### config.mk
export PLATFORM = sky130hd
export DESIGN_NAME = bus_arbiter
export DESIGN_NICKNAME = d
export VERILOG_FILES = /design/src/rtl/bus_arbiter.sv
export SDC_FILE = /design/constraint.sdc
export NUM_CORES = 1
export LEC_CHECK = 0
export ABC_AREA = 1
export CORE_MARGIN = 8
export CORE_UTILIZATION = 39
export CTS_CLUSTER_SIZE = 10
export DETAILED_ROUTE_END_ITERATION = 7
export HOLD_SLACK_MARGIN = 0.15
export PLACE_DENSITY_LB_ADDON = 0.2
export SYNTH_ARGS = -nofsm -noshare
export SYNTH_HDL_FRONTEND = slang
export SYNTH_SLANG_ARGS = --single-unit
### constraint.sdc
create_clock -name MCLK -period 4.6 [get_ports MCLK]
set_input_delay 0.92 -clock MCLK [delete_from_list [all_inputs] [get_ports MCLK]]
set_output_delay 0.92 -clock MCLK [all_outputs]
set_load 0.1 [all_outputs]
### src/rtl/bus_arbiter.sv
// bus_arbiter: grants the shared system bus to either the CPU or a DMA master.
// The DMA master takes the bus one edge after it requests it, as long as no
// interrupt-vector fetch is in progress. It keeps the bus for at most
// MAX_BURST cycles. A single RETURN cycle always gives the bus back to the CPU
// before the DMA master can take it again.
module bus_arbiter #(
    parameter int MAX_BURST = 4    // max consecutive DMA cycles, 1..15
) (
    input  logic        MCLK,
    input  logic        reset,

    input  logic [15:0] cpu_MAB,
    input  logic [15:0] cpu_MDBout,
    input  logic        cpu_BW,
    input  logic        cpu_MW,

    input  logic        INTACK,

    input  logic        dma_req,
    input  logic [15:0] dma_MAB,
    input  logic [15:0] dma_MDBout,
    input  logic        dma_BW,
    input  logic        dma_MW,

    output logic [15:0] MAB,
    output logic [15:0] MDBout,
    output logic        BW,
    output logic        MW,

    output logic        dma_gnt,
    output logic        cpu_stall,
    output logic [15:0] dma_cycles
);

    typedef enum logic [1:0] {
        ST_CPU    = 2'b00,
        ST_DMA    = 2'b01,
        ST_RETURN = 2'b10,
        ST_UNUSED = 2'b11
    } state_t;

    // Last burst count value before the DMA master must give up the bus.
    localparam logic [3:0] BURST_LAST = 4'(MAX_BURST - 1);

    state_t      state_reg;
    state_t      state_next;
    logic [3:0]  burst_reg;
    logic [3:0]  burst_next;
    logic [15:0] dma_cycles_reg;
    logic [15:0] dma_cycles_next;

    logic        sel_dma;
    logic [15:0] bus_data;
    logic        bus_bw;
    logic        bus_mw;

    // State, burst counter and DMA-cycle statistic registers. Reset is
    // asynchronous so that a burst is abandoned without waiting for a clock.
    always_ff @(posedge MCLK or posedge reset) begin
        if (reset) begin
            state_reg      <= ST_CPU;
            burst_reg      <= 4'd0;
            dma_cycles_reg <= 16'h0000;
        end else begin
            state_reg      <= state_next;
            burst_reg      <= burst_next;
            dma_cycles_reg <= dma_cycles_next;
        end
    end

    // Next-state logic. The burst counter is 0 whenever the FSM is outside DMA.
    // Inside DMA it counts the cycles of the burst that have already completed.
    always_comb begin
        state_next = ST_CPU;
        burst_next = 4'd0;
        case (state_reg)
            ST_CPU: begin
                // INTACK protects the vector fetch. The request then waits.
                if (dma_req && !INTACK) begin
                    state_next = ST_DMA;
                end
            end
            ST_DMA: begin
                // A dropped request and an exhausted burst both leave DMA the
                // same way.
                if (!dma_req || (burst_reg == BURST_LAST)) begin
                    state_next = ST_RETURN;
                end else begin
                    state_next = ST_DMA;
                    burst_next = burst_reg + 4'd1;
                end
            end
            ST_RETURN: begin
                state_next = ST_CPU;
            end
            default: begin
                state_next = ST_CPU;
            end
        endcase
    end

    // Saturating count of every cycle spent in DMA.
    always_comb begin
        dma_cycles_next = dma_cycles_reg;
        if ((state_reg == ST_DMA) && (dma_cycles_reg != 16'hFFFF)) begin
            dma_cycles_next = dma_cycles_reg + 16'd1;
        end
    end

    // Grant and stall are decoded from the state register only. This keeps
    // dma_req off any combinational path to the outputs.
    assign sel_dma    = (state_reg == ST_DMA);
    assign dma_gnt    = sel_dma;
    assign cpu_stall  = sel_dma;
    assign dma_cycles = dma_cycles_reg;

    // Bus owner mux.
    assign MAB      = sel_dma ? dma_MAB    : cpu_MAB;
    assign bus_data = sel_dma ? dma_MDBout : cpu_MDBout;
    assign bus_bw   = sel_dma ? dma_BW     : cpu_BW;
    assign bus_mw   = sel_dma ? dma_MW     : cpu_MW;
    assign BW       = bus_bw;
    assign MW       = bus_mw;

    // Write-data lanes. A read drives all zeros. A byte write clears the
    // upper lane so that stale upper data never reaches the bus.
    genvar gi;
    generate
        for (gi = 0; gi < 16; gi++) begin : g_lane
            if (gi < 8) begin : g_low
                assign MDBout[gi] = bus_mw & bus_data[gi];
            end else begin : g_high
                assign MDBout[gi] = bus_mw & ~bus_bw & bus_data[gi];
            end
        end
    endgenerate

endmodule

==> metrics.txt <==
Crit Path Max Fanout 10; Layout area overhead 75.7%; Critical Path AT 2420 ps; Sw Share ~58%; placed inst area 3240 um2; relative slew slack 25.6%; Total Power approximately 0.0013 W; Synthesized Nets between 300 and 400; Crit Path Category in2out; Initial Utilization roughly two fifths; clock-pin slew on the worst setup and hold paths around 80 ps; outcome finished, final reports clean; die height 85.3 um; worst-path cell chain clkdlybuf4s50_1 > nand2_1 > nand2_2 > o211ai_2 > a21oi_1 > buf_12; Num CTS Buffers 3; fill cell count 398; sequential power share 19.7%; maxcap violations 0; asr flop ratio synth 100%; RSZ-0062 raised after global routing false; combinational power share just under 70%; fraction of layout cells with a size suffix above 1 16.6%; drt pass-1 iters 6; register area share after synthesis 29.4%; Total Routing Usage GR a little under a fifth; max reg flops 16; critical path launch point type primary input; CP max stage cell clkdlybuf4s50_1; initial drt markers 113; PortBufs 123; P_leak 1.63 nW; Clk pwr share 11.2%; Mapped Area 1870 um2; CTS Sinks 22; crit path capture type primary output; Layout Skew 2.80 ps; Final Core Density 70.1%; worst skew pair latency 260 ps; largest net degree at the start of global routing 39; PD cells 385 nW/um2; post-synth top area cell nand2_1; synthesized instance count 310; worst-margin pin slew approximately 1100 ps; routed via count 2287; vias in the first global route around 2200; CTS Hold Bufs 0; HP Class reg2reg; Worst R2R Setup Slack 2330 ps; distinct cell type count after synthesis 25; Final period util ~73%; core box area 4690 um2; HPWL after DPL 5.73 mm; post-synth top area share a little under a third; DRC 0; antenna cells 0; total gr overflow 0; Setup TNS 0 ps; crit-path max cell delay between 400 and 500 ps; Avg Inst Size Synth 6.04 um2; top post-synthesis cells by area nand2_1 32%, dfrtp_1 29%, inv_1 6.4%; final cell count without fillers 482; Worst VDD drop 0.267 mV; Switch Pwr between 0.0007 and 0.0008 W; Layout Nets 503; Die Footprint between 7000 and 8000 um2; postcts setup bufs 0; post-route cell area 3290 um2; CTS resizes 0; placed cells 478; IO Pins 124; routability congestion estimate 0.793; Clock H-tree levels 1; Internal between 0.0005 and 0.0006 W; Clock Tree Buf Depth 2; total wire length 6.98 mm; DRT antenna net count 0; drt via density approximately 4.7; Seq cells post-synth 22; synth warn 0; FMAX 299 MHz; required time worst endpoint 3680 ps; setup violators final 0; number of synthesized flops with an enable pin 0; Min Clock Period, post-route 3340 ps; Post-synth top cells 158 x nand2_1, 32 x inv_1, 23 x nor2_1, 22 x dfrtp_1; most numerous cell in the Yosys netlist nand2_1; Chip Width 85.3 um; predominant post-synthesis flop cell dfrtp_1; Avg WL per Cell 14.5 um; final hold violation count 0; CTS tree yes; initial antenna violation count 0; final count of pins violating max slew 0; # rows 25; first-pass GRT wire length 11.1 mm; Root Driver clkbuf_8
==> cell usage in the layout (no fill, tap or decap), types with 2 or more instances in the layout <==
cell / instances
xnor2_1: 2
nor2_1: 22
dfrtp_1: 22
o21ai_0: 2
xor2_1: 3
a21oi_1: 9
nand2_1: 158
nand3_1: 12
buf_4: 21
ha_1: 2
nand4_1: 4
buf_12: 17
nand2_2: 12
clkdlybuf4s50_1: 87
o21ai_2: 8
nor2_2: 4
inv_1: 32
clkbuf_8: 4
==> final timing paths <==
| path | start | endpoint | cells after the start |
|---|---|---|---|
| setup / recovery | cpu_MW | MDBout[9] | 6 |
| hold / removal | state_reg[0] | state_reg[0] | 1 |
| setup reg to reg | dma_cycles[0] | dma_cycles[4] | 8 |
| hold reg to reg | state_reg[0] | state_reg[0] | 1 |
| max in group asynchronous | reset | dma_cycles[0] | 2 |
| min in group asynchronous | reset | burst_reg[1] | 2 |
==> critical path: cells and delay by family <==
family,cells,cell delay (ps)
AO/OA/AOI/OAI,2,520
buffers and inverters,2,680
AND/OR/NAND/NOR,2,300
==> layout make-up <==
class                   instances  area (um2)  area share, %
multi-input cells             244        1120           34.2
repair buffers                125        1370           41.6
inverters                      33         124           3.76
clock buffers                   4        55.1           1.67
flip-flops and latches         22         551           16.7
well taps                      54        67.6           2.05
==> cells by family after synthesis <==
group                      share of synthesized area, %
and+or+nand+nor                                    48.2
buffers and inverters                              10.7
AOI/OAI and AO/OA                                  8.08
DFF                                                29.4
xor gates and xnor gates                           2.34
adders and majority gates                          1.34
==> stage by stage <==
| step | hold slack, ps | setup WS [ps] |
|---|---|---|
| after global routing | 474 | 1160 |
| after floorplan | 431 | 434 |
| after global placement | 441 | 1300 |
| final | 458 | 1260 |
| after detailed placement | 448 | 1240 |
| after CTS | 459 | 1240 |
==> power groups by stage <==
stage / Clock (W) / Combinational (W) / Sequential, W
after floorplan: 0 / 0.000495 / 0.000374
final: 0.000141 / 0.000876 / 0.000250
after global placement: 0 / 0.000873 / 0.000254
after CTS: 0.000143 / 0.000881 / 0.000250
after detailed placement: 0 / 0.000879 / 0.000254
after global routing: 0.000150 / 0.000916 / 0.000254
==> layer usage <==
layer / global-route usage, % / up-vias / share of wire [%]
li1: - / 1179 / -
met1: 19.3 / 1029 / 36
met2: 36.4 / 65 / 56
met3: 5.21 / 14 / 5.6
met4: 5.57 / 0 / 2.5
met5: 0 / - / 0
(Power assumes the default switching activity.)
